--- src/rtl/fifo_ctrl_pkg.sv ---
// Shared transmission-layer constants for the FIFO controller: FSM state
// encodings and default threshold helpers.
package fifo_ctrl_pkg;

  localparam logic [1:0] ST_EMPTY  = 2'd0;
  localparam logic [1:0] ST_ACTIVE = 2'd1;
  localparam logic [1:0] ST_FULL   = 2'd2;

  localparam int AE_DEFAULT_VAL = 1;

  // The almost-full default depends on depth, so it is derived from the pointer width.
  function automatic int af_default(input int addr_width);
    return (1 << addr_width) - 1;
  endfunction

endpackage

--- src/rtl/fifo_ptr.sv ---
// Enable-gated wrapping address counter; the natural binary overflow
// provides the modulo-depth wrap.
module fifo_ptr #(
  parameter int WIDTH = 2
) (
  input  logic             clk,
  input  logic             reset,
  input  logic             i_en,
  output logic [WIDTH-1:0] o_ptr
);

  logic [WIDTH-1:0] r_ptr;

  always_ff @(posedge clk) begin
    if (!reset) begin
      r_ptr <= '0;
    end else if (i_en) begin
      r_ptr <= r_ptr + 1'b1;
    end
  end

  assign o_ptr = r_ptr;

endmodule

--- src/rtl/fifo_ctrl.sv ---
// FIFO controller: pointers, occupancy, EMPTY/ACTIVE/FULL FSM and threshold flags.
// Optional sticky error flags are built in when FIFO_CTRL_ERR_EN is defined.
module fifo_ctrl
  import fifo_ctrl_pkg::*;
#(
  parameter int DATA_WIDTH = 6,
  parameter int ADDR_WIDTH = 2,
  parameter int AF_DEFAULT = af_default(ADDR_WIDTH),
  parameter int AE_DEFAULT = AE_DEFAULT_VAL
) (
  input  logic                  clk,
  input  logic                  reset,
  input  logic                  push,
  input  logic                  pop,
  input  logic [ADDR_WIDTH:0]   thr_af,
  input  logic [ADDR_WIDTH:0]   thr_ae,
  input  logic                  thr_load,
  output logic                  mem_wr_enable,
  output logic                  mem_rd_enable,
  output logic [ADDR_WIDTH-1:0] mem_wr_ptr,
  output logic [ADDR_WIDTH-1:0] mem_rd_ptr,
  output logic                  full,
  output logic                  empty,
  output logic                  almost_full,
  output logic                  almost_empty,
  output logic [ADDR_WIDTH:0]   count,
  output logic                  err_overflow,
  output logic                  err_underflow
);

  localparam int DEPTH = 1 << ADDR_WIDTH;
  localparam logic [ADDR_WIDTH:0] LP_DEPTH = DEPTH[ADDR_WIDTH:0];
  localparam logic [ADDR_WIDTH:0] LP_AF    = AF_DEFAULT[ADDR_WIDTH:0];
  localparam logic [ADDR_WIDTH:0] LP_AE    = AE_DEFAULT[ADDR_WIDTH:0];

  // The data path lives outside this block; only guard against a nonsensical width.
  if (DATA_WIDTH < 1) begin : g_bad_data_width
    $error("fifo_ctrl: DATA_WIDTH must be at least 1");
  end

  logic [1:0]          r_state;
  logic [1:0]          w_state_next;
  logic [ADDR_WIDTH:0] r_count;
  logic [ADDR_WIDTH:0] w_count_next;
  logic [ADDR_WIDTH:0] r_thr_af;
  logic [ADDR_WIDTH:0] r_thr_ae;
  logic                r_af;
  logic                r_ae;
  logic                w_push_acc;
  logic                w_pop_acc;

  // A pop in EMPTY is refused, so push+pop there degrades to push only.
  assign w_pop_acc  = reset & pop & (r_state != ST_EMPTY);
  assign w_push_acc = reset & push & ((r_state != ST_FULL) | w_pop_acc);

  assign mem_wr_enable = w_push_acc;
  assign mem_rd_enable = w_pop_acc;

  always_comb begin
    w_count_next = r_count;
    case ({w_push_acc, w_pop_acc})
      2'b10:   w_count_next = r_count + 1'b1;
      2'b01:   w_count_next = r_count - 1'b1;
      default: w_count_next = r_count;
    endcase
  end

  always_comb begin
    w_state_next = r_state;
    case (r_state)
      ST_EMPTY: begin
        if (w_push_acc) w_state_next = ST_ACTIVE;
      end
      ST_ACTIVE: begin
        if (w_count_next == LP_DEPTH) w_state_next = ST_FULL;
        else if (w_count_next == '0)  w_state_next = ST_EMPTY;
      end
      ST_FULL: begin
        if (w_pop_acc && !w_push_acc) w_state_next = ST_ACTIVE;
      end
      default: w_state_next = ST_EMPTY;
    endcase
  end

  // Flags compare against the thresholds held before this edge, so a load
  // only influences them from the next cycle on.
  always_ff @(posedge clk) begin
    if (!reset) begin
      r_state  <= ST_EMPTY;
      r_count  <= '0;
      r_thr_af <= LP_AF;
      r_thr_ae <= LP_AE;
      r_af     <= 1'b0;
      r_ae     <= 1'b1;
    end else begin
      r_state <= w_state_next;
      r_count <= w_count_next;
      r_af    <= (w_count_next >= r_thr_af);
      r_ae    <= (w_count_next <= r_thr_ae);
      if (thr_load) begin
        r_thr_af <= thr_af;
        r_thr_ae <= thr_ae;
      end
    end
  end

  assign empty        = (r_state == ST_EMPTY);
  assign full         = (r_state == ST_FULL);
  assign almost_full  = r_af;
  assign almost_empty = r_ae;
  assign count        = r_count;

`ifdef FIFO_CTRL_ERR_EN
  logic r_err_ovf;
  logic r_err_unf;

  always_ff @(posedge clk) begin
    if (!reset) begin
      r_err_ovf <= 1'b0;
      r_err_unf <= 1'b0;
    end else begin
      if (push && !w_push_acc) r_err_ovf <= 1'b1;
      if (pop && !w_pop_acc)   r_err_unf <= 1'b1;
    end
  end

  assign err_overflow  = r_err_ovf;
  assign err_underflow = r_err_unf;
`else
  assign err_overflow  = 1'b0;
  assign err_underflow = 1'b0;
`endif

  fifo_ptr #(.WIDTH(ADDR_WIDTH)) u_wr_ptr (
    .clk   (clk),
    .reset (reset),
    .i_en  (w_push_acc),
    .o_ptr (mem_wr_ptr)
  );

  fifo_ptr #(.WIDTH(ADDR_WIDTH)) u_rd_ptr (
    .clk   (clk),
    .reset (reset),
    .i_en  (w_pop_acc),
    .o_ptr (mem_rd_ptr)
  );

endmodule

--- config.mk ---
export PLATFORM = sky130hd
export DESIGN_NAME = fifo_ctrl
export DESIGN_NICKNAME = d
export VERILOG_FILES = /design/src/rtl/fifo_ctrl_pkg.sv /design/src/rtl/fifo_ptr.sv /design/src/rtl/fifo_ctrl.sv
export SDC_FILE = /design/constraint.sdc
export NUM_CORES = 1
export LEC_CHECK = 0
export BUFFER_PORTS_ARGS = -buffer_cell sky130_fd_sc_hd__buf_2
export CAP_MARGIN = 20
export CORE_MARGIN = 3
export CORE_UTILIZATION = 50
export DETAILED_ROUTE_END_ITERATION = 10
export GPL_ROUTABILITY_DRIVEN = 0
export GPL_TIMING_DRIVEN = 0
export PLACE_DENSITY_LB_ADDON = 0.1
export SYNTH_ARGS = -nofsm -noshare
export SYNTH_HDL_FRONTEND = slang
export SYNTH_SLANG_ARGS = --single-unit
--- constraint.sdc ---
create_clock -name clk -period 2.89 [get_ports clk]
set_input_delay 0.289 -clock clk [delete_from_list [all_inputs] [get_ports clk]]
set_output_delay 0.289 -clock clk [all_outputs]
set_load 0.01 [all_outputs]
# == Word level (Yosys, flattened, before mapping) ==
# Index checks and enable logic that the tools add are counted.
# op_classes
reduce_logical,6
order_cmp,2
n_addsub,4
eq_ne,9
mux,6
bitwise,5
# op_table
operator,count
2-to-1 mux 2 bit,4
case mux 2 bit (3 select lines),1
case mux 3 bit (2 select lines),1
"adder 2 x 1 -> 2 bit, second input constant",2
AND 1 bit,4
"== test 2 x 1 -> 1 bit, second input constant",2
"== test 2 bit, second input constant",2
"inequality test 2 x 1 -> 1 bit, second input constant",2
"adder 3 x 1 -> 3 bit, second input constant",1
"== test 3 bit, second input constant",1
greater-or-equal comparator 3 bit,1
<= comparator 3 bit,1
logical NOT 3 bit,1
"inequality test 3 bit, second input constant",1
AND reduction 3 bit,1
"subtractor 3 x 1 -> 3 bit, second input constant",1
logical NOT 2 bit,1
"inequality test 2 bit, second input constant",1
nonzero test 2 bit,1
logical AND 1 bit,1
logical NOT 1 bit,1
bitwise OR 1 bit,1
# word_totals
out_inout_bits,15
in_bits,11
wordCells,40
regBits,17

# == Depth between registers and ports, before layout ==
# Gate-level depths: netlist of run 1.
# depth
depth_word,10
ltp_mapped,11
depth_no_buf,11

# == Cells and area by module ==
# From an unflattened synthesis of run 1, not the netlist that was laid out.
# hier_totals
cells_unflattened,114
area_unflattened_um2,1052.3
# modules_own_cells
module,n_inst,cells_each,area_per_inst_um2,seq_area_each_um2
fifo_ctrl,1,98,894.6,260.2
fifo_ptr,2,8,78.8,40.0

# == Worst setup path before layout of run 1 ==
# No wires, ideal clock.
# synth_timing
kind,reg2reg
start,register r_state[1]
end,register r_ae (netlist: almost_empty)
n_path_buf,0
synth_period_minus_slack_ns,2.610
path_slack_ns,0.280
setup_ns,0.137
required_time_ns,2.753
t_arrival_ns,2.473
path_stages_with_launch,11
path_cell_list,dfxtp_1 nor2_1 or3_1 fa_1 a32o_1 o21ai_0 xor2_1 inv_1 ha_1 o21a_1 o211ai_1
# synth_between
elab_chain_cells,7
word_cells_on_any_way,9
classes_between,order compare: 1; eq/ne: 3; mux: 1; bitwise: 3; reduce/logical: 1
# synth_lines
item,line_no,text
from (decl),fifo_ctrl.sv:41,logic [1:0] r_state;
from (signal assigned),fifo_ctrl.sv:96,r_state <= w_state_next;
nonzero test 2 bit,fifo_ctrl.sv:53,assign w_pop_acc = reset & pop & (r_state != ST_EMPTY);
AND 1 bit,fifo_ctrl.sv:53,
bitwise OR 1 bit,fifo_ctrl.sv:54,assign w_push_acc = reset & push & ((r_state != ST_FULL) | w_pop_acc);
AND 1 bit,fifo_ctrl.sv:54,
== test 2 x 1 -> 1 bit / == test 2 bit (equally long branches),fifo_ctrl.sv:61,"case ({w_push_acc, w_pop_acc})"
case mux 3 bit (2 select lines) *,fifo_ctrl.sv:61,
net w_count_next[2],fifo_ctrl.sv:44,logic [ADDR_WIDTH:0] w_count_next;
<= comparator 3 bit *,fifo_ctrl.sv:99,r_ae <= (w_count_next <= r_thr_ae);
to (signal assigned),fifo_ctrl.sv:99,
to (decl),fifo_ctrl.sv:48,logic r_ae;
# The timed path passes the listed nets; every way through them passes the cells marked *.
# A chain may end at the register's enable or synchronous reset.

# == Worst setup path in the final report of run 1 ==
# Same ends and word-level chain as after synthesis.

==> results of run 1 <==
## sequential cells by signal, summed over array words and instances (netlist names)
register / cells
count: 3
r_thr_ae: 3
r_thr_af: 3
r_state: 2
u_rd_ptr.o_ptr: 2
u_wr_ptr.o_ptr: 2
almost_empty: 1
almost_full: 1
## what timing repair did
| item | 4_1_cts | 5_1_grt |
|---|---|---|
| setup endpoints to repair | 0 | 2 |
| buffers inserted | 0 | 1 |
| gates resized for setup | 0 | 4 |
## logic make-up after synthesis
group | after synthesis
AND/OR/NAND/NOR | 38
other | 1
buffers and inverters | 16
AO/OA/AOI/OAI | 14
flip-flops | 17
multiplexers | 6
XOR/XNOR | 7
adder cells (fa/ha/maj) | 7
## worst max-delay path, cell delays in order, from the launching register on
cell and delay [ns]:
dfxtp_2 0.38, nor2_1 0.10, or3_1 0.38, fa_2 0.38, a32o_1 0.26, o21ai_1 0.18
xor2_1 0.25, inv_1 0.10, ha_1 0.31, o21a_1 0.13, o211ai_1 0.07
## area by class of cell
cell class,count,area [sq um]
plain buffers,6,33.8
clock buffers,3,22.5
clock inverters,1,5.00
fillers,171,634
inverters,10,37.5
multi-input cells,74,544
flip-flops and latches,17,343
well taps,25,31.3
repair buffers,22,113
## layer usage
layer / up-vias / global-route usage (%)
met5: - / 0
met4: 0 / 5.99
met3: 2 / 6.65
met2: 21 / 24.7
met1: 337 / 19.4
li1: 396 / -
## cells in the final DEF (no fill, tap or decap), types with 2 or more instances in the layout
cell type and n:
nor2_1 5, xnor2_1 5, buf_2 21, dfxtp_2 2, mux2i_1 6, nand2_1 9
nor2b_1 11, xor2_1 2, clkbuf_1 3, conb_1 2, and2_1 6, ha_1 6
dfxtp_1 15, o211ai_1 2, buf_4 4, a21oi_1 2, inv_1 10, clkbuf_4 3
o31ai_1 2
## path summary, 6_finish.rpt
check	slack (ns)	endpoint	startpoint
setup / recovery	0.21	almost_empty	r_state[1]
setup reg to reg	0.21	almost_empty	r_state[1]
hold / removal	0.21	r_thr_af[0]	thr_af[0]
hold reg to reg	0.49	r_thr_af[0]	r_thr_af[0]
## per-stage QoR
stage               setup WS (ns)  area (sq um)  util [%]  instances
floorplan                   0.280           953         -        107
global placement           0.0646          1090      61.8        153
detailed placement         0.0180          1090      61.8        153
CTS                       0.00273          1120      63.3        157
global route               0.0443          1130      64.0        158
finish                      0.211          1130      64.0        158
## where the power goes
part | switching, mW | total (mW) | internal, mW | leakage [nW]
combinational | 0.0683 | 0.132 | 0.0637 | 0.385
sequential | 0.0112 | 0.263 | 0.252 | 0.140
clock | 0.0743 | 0.126 | 0.0515 | 0.0177
==> results.md, run 1 <==
* Status: complete, no violations
* Global-route wire length before repair at 2980 um
* Detailed Route Iter0 Violations at 6
* Hold Path Depth at 3
* Synth Area in Adders at 10.0%
* Hpwl dp at 1320 um
* Compound-gate portion of the synthesized area at 11.9%
* Peak VDD IR at 0.000369 V
* R2R cell count at 10
* Post-synthesis xor/xnor area fraction at 6.46%
* Ranking of synthesized cells by instance count: dfxtp_1 (17), nor2b_1 (11), inv_1 (10), nand2_1 (9)
* Vias in the first global route at 687
* Count leader, synth: dfxtp_1
* CP Max Fanout at 5
* First drt pass iteration count at 4
* CTS tree: done
* Post-DR vias/cell at 4.78
* Routed wire length at 1760 um
* Post-Syn Area at 950 sq um
* Wl on met1 at 809 um
* Clock root cell: clkbuf_4
* Average routed wire per standard cell at 11.1 um
* Hold slack final at 0.213 ns
* IO Port Bufs at 21
* Avg Inst Size Synth at 8.96 sq um
* Mux contribution to synthesized area at 6.32%
* Initial Utilization at 53.8%
* Clock Tree Buf Depth at 2
* Design Power at 0.521 mW
* Pwr Density at 461 mW/mm^2
* Seq/Total Area, Yosys at 35.8%
* Top sig layer: met4
* Ys flop type: dfxtp_1
* Routed Antenna Nets at 0
* CTS hold repair buffers at 0
* Final count of pins violating max slew at 0
* Tcrit/Tclk final at 92.7%
* Nets@finish at 152
* Antenna cells at 0
* EDFF count, synth at 0
* Num ports at 26
* Share of cells above drive strength 1 at 26.3%
* Met2 WL post-DR at 810 um
* RSZ-0062 raised after global routing: no
* Reg clk slew, reported paths at 0.10 ns
* CTS Sinks at 17
* Die ar. at 0.00246 sq mm
* Largest net degree at the start of global routing at 11
* Async S/R FF share, synth at 0%
* Post-synth top area cell: dfxtp_1
* Synth top area share at 35.8%
* Chip Width at 49.6 um
* Initial antenna violation count at 0
* GRT Overall Usage at 15.9%
* Min Tclk post-route at 2.68 ns
* Global route total overflow at 0
* Core Region at 0.00176 sq mm
* Post-Synth Simple-Gate Area at 21.6%
* Critical path startpoint category: flip-flop
* Clk_lat worst skew at 0.29 ns
* Die height at 49.6 um
* Worst path required time at 3.05 ns
* Final Hold Viols at 0
* Maxcap violations at 0
* Clock Skew at 0.00621 ns
* Top cells by area, synth: dfxtp_1 (36%), ha_1 (7.9%), nor2b_1 (7.2%)
* CTS Buf Count at 3
* Setup violations, final at 0
* FP Rows at 15
* Residual DRC count at 0
* Setup TNS at 0 ns
* Area Overhead vs Synth at 19.0%
* Met3 WL at 125 um
* Cells after Synth at 106
* Synth Warn # at 0
* H-tree depth at 1
* Worst endpoint data arrival time at 2.84 ns
* Vias after detailed routing at 756
* Netlist cell types at 31
* Critical path type: reg2reg
* Seq cells post-synth at 17
* LEAKAGE at 0.543 nW
* HP Class: in2reg
* Nature of the critical path endpoint: flip-flop
* Main combinational cell family by area after synthesis: simple AND/OR/NAND/NOR gates
* Max Freq at 0.373 GHz
(Power assumes the default switching activity.)
==> run 2: changes to the inputs <==
CORE_UTILIZATION = 54   (was 50)
clock period = 3.1 ns   (was 2.89 ns; I/O delays follow)
==> results.md, run 2 (synthesis results as in run 1) <==
* CTS tree: done
* CTS Buf Count at 3 (unchanged)
* Slowest-stage cell, CP: dfxtp_1
* Detailed Route Iter0 Violations at 9 (+3)
* Post-CTS Repair Setup Buffers at 0 (unchanged)
* Clock root cell: clkbuf_4
* Global route total overflow at 0 (unchanged)
* Num ports at 26 (unchanged)
* CP peak stage delay at 0.43 ns (+0.05 ns)
* Clock share of power at 25.6% (+1.5 points)
* H-tree depth at 1 (unchanged)
* Final Hold Viols at 0 (unchanged)
* Fill count at 131 (-23%)
* Share of cells above drive strength 1 at 23.5% (-2.8 points)
* Global-route wire length before repair at 2720 um (-8.8%)
* HP Class: in2reg
* LEAKAGE at 0.539 nW (-0.74%)
* Sw Pwr at 0.150 mW (-2.2%)
* GRT Overall Usage at 16.9% (+1.0 points)
* Reg clk slew, reported paths at 0.11 ns (about the same)
* Setup slack at placement at 0.259 ns (+0.241 ns)
* Chip Width at 47.9 um (-3.3%)
* GR peak layer: met2
* Min Tclk post-route at 2.87 ns (+0.186 ns)
* CTS Sinks at 17 (unchanged)
* Worst path required time at 3.27 ns (+0.22 ns)
* FP Rows at 14 (-1)
* Commonest non-fill, non-tap cells in the layout: buf_2 (21), dfxtp_1 (17), nor2b_1 (11)
* Die ar. at 0.00230 sq mm (-6.5%)
* CTS hold repair buffers at 0 (unchanged)
* Final critical-path setup slack at 0.235 ns (+0.0238 ns)
* Initial Utilization at 60.2% (+6.4 points)
* Setup violations, final at 0 (unchanged)
* Met1 usage at 20.4% (+1.1 points)
* Routed wire length at 1710 um (-2.6%)
* Nets@finish at 151 (-0.66%)
* CP Max Fanout at 6 (+1)
* First drt pass iteration count at 4 (unchanged)
* Most common cell after layout, fill and taps aside: buf_2
* Internal Power at 0.340 mW (-7.3%)
* Met3 usage at 4.89% (-1.8 points)
* Largest net degree at the start of global routing at 11 (unchanged)
* Hold slack final at 0.222 ns (+0.00888 ns)
* Setup TNS at 0 ns (unchanged)
* Critical path startpoint category: flip-flop
* Nature of the critical path endpoint: flip-flop
* Average routed wire per standard cell at 11.6 um (+4.0%)
* Met2 usage at 27.4% (+2.8 points)
* Worst endpoint data arrival time at 3.03 ns (+0.19 ns)
* Final Non-Filler Cells at 148 (-6.3%)
* Seq pwr share at 49.8% (-0.7 points)
* Vias in the first global route at 677 (-1.5%)
* Critical path type: reg2reg
* Sw Share at 30.6% (+1.1 points)
* Placed insts at 144 (-5.9%)
* # resized after CTS at 0 (unchanged)
* Tcrit/Tclk final at 92.4% (-0.27 points)
* Clock Tree Buf Depth at 2 (unchanged)
* Peak VDD IR at 0.000303 V (-18%)
* CP cell instances: nor2_1, or3_1, fa_1, a32o_1, o21ai_0, xor2_1, inv_1, ha_1, o21a_1, o211ai_1
* Clock Skew at 0.00350 ns (-0.00270 ns)
* Final count of pins violating max slew at 0 (unchanged)
* Hpwl dp at 1330 um (+1.0%)
* Core Region at 0.00158 sq mm (-11%)
* Post-DR vias/cell at 5.09 (+6.5%)
* RSZ-0062 raised after global routing: no
* Vias after detailed routing at 754 (-0.26%)
* Core Util, Final at 70.2% (+6.1 points)
* Die height at 47.9 um (-3.3%)
* Antenna cells at 0 (unchanged)
* R2R Setup Slk at 0.23 ns (+0.02 ns)
* IO Port Bufs at 21 (unchanged)
* Pwr Density at 444 mW/mm^2 (-3.7%)
* Initial antenna violation count at 0 (unchanged)
* Maxcap violations at 0 (unchanged)
* Area Overhead vs Synth at 16.5%
* Status: complete, no violations
* Combinational power share at 24.6% (-0.7 points)
* Residual DRC count at 0 (unchanged)
* Routed Antenna Nets at 0 (unchanged)
* Max Freq at 0.349 GHz (-6.5%)
* Clk_lat worst skew at 0.30 ns (about the same)
-- run 2: cell types whose count changed in the layout (fill, tap and decap cells not counted), sizes merged --
| cell | change |
|---|---|
| buf | -1 |
-- run 2: path summary, 6_finish.rpt --
check,from,to,cells after the start
max,r_state[0],almost_empty,10
min,thr_af[1],r_thr_af[1],3
max reg2reg,r_state[0],almost_empty,10
min reg2reg,r_thr_ae[0],r_thr_ae[0],2
-- run 2: power by group through the flow --
stage	clock network [mW]	registers, mW	logic [mW]
after floorplan	0	0.253	0.0814
after global placement	0	0.249	0.116
after detailed placement	0	0.250	0.122
after CTS	0.128	0.244	0.123
after global routing	0.137	0.247	0.138
final	0.126	0.244	0.121
-- run 2: final cells by class --
cell class,instances,area (sq um),share of cell area (%)
clock inverters,1,5.00,0.452
repair buffers,21,105,9.50
well taps,16,20.0,1.81
plain buffers,6,33.8,3.05
flip-flops and latches,17,340,30.8
clock buffers,3,22.5,2.04
inverters,10,37.5,3.39
multi-input cells,74,542,49.0
-- run 2: worst max-delay path: cells and delay by family (launching register included) --
family | cells | cell delay, ns
fa+ha+maj | 2 | 0.75
compound gates | 4 | 0.66
simple gates | 2 | 0.51
flops | 1 | 0.43
xor+xnor | 1 | 0.28
buf+inv | 1 | 0.11
-- run 2: through the flow --
stage | area (sq um) | power [mW]
floorplan | 953 | 0.335
global placement | 1080 | 0.365
detailed placement | 1080 | 0.372
CTS | 1110 | 0.495
global route | 1110 | 0.521
finish | 1110 | 0.491
-- run 2: routing by layer --
layer	share of wire [%]	wire, um
met5	0	0
met4	1.3	23
met3	4.9	84
met2	46	785
met1	48	817
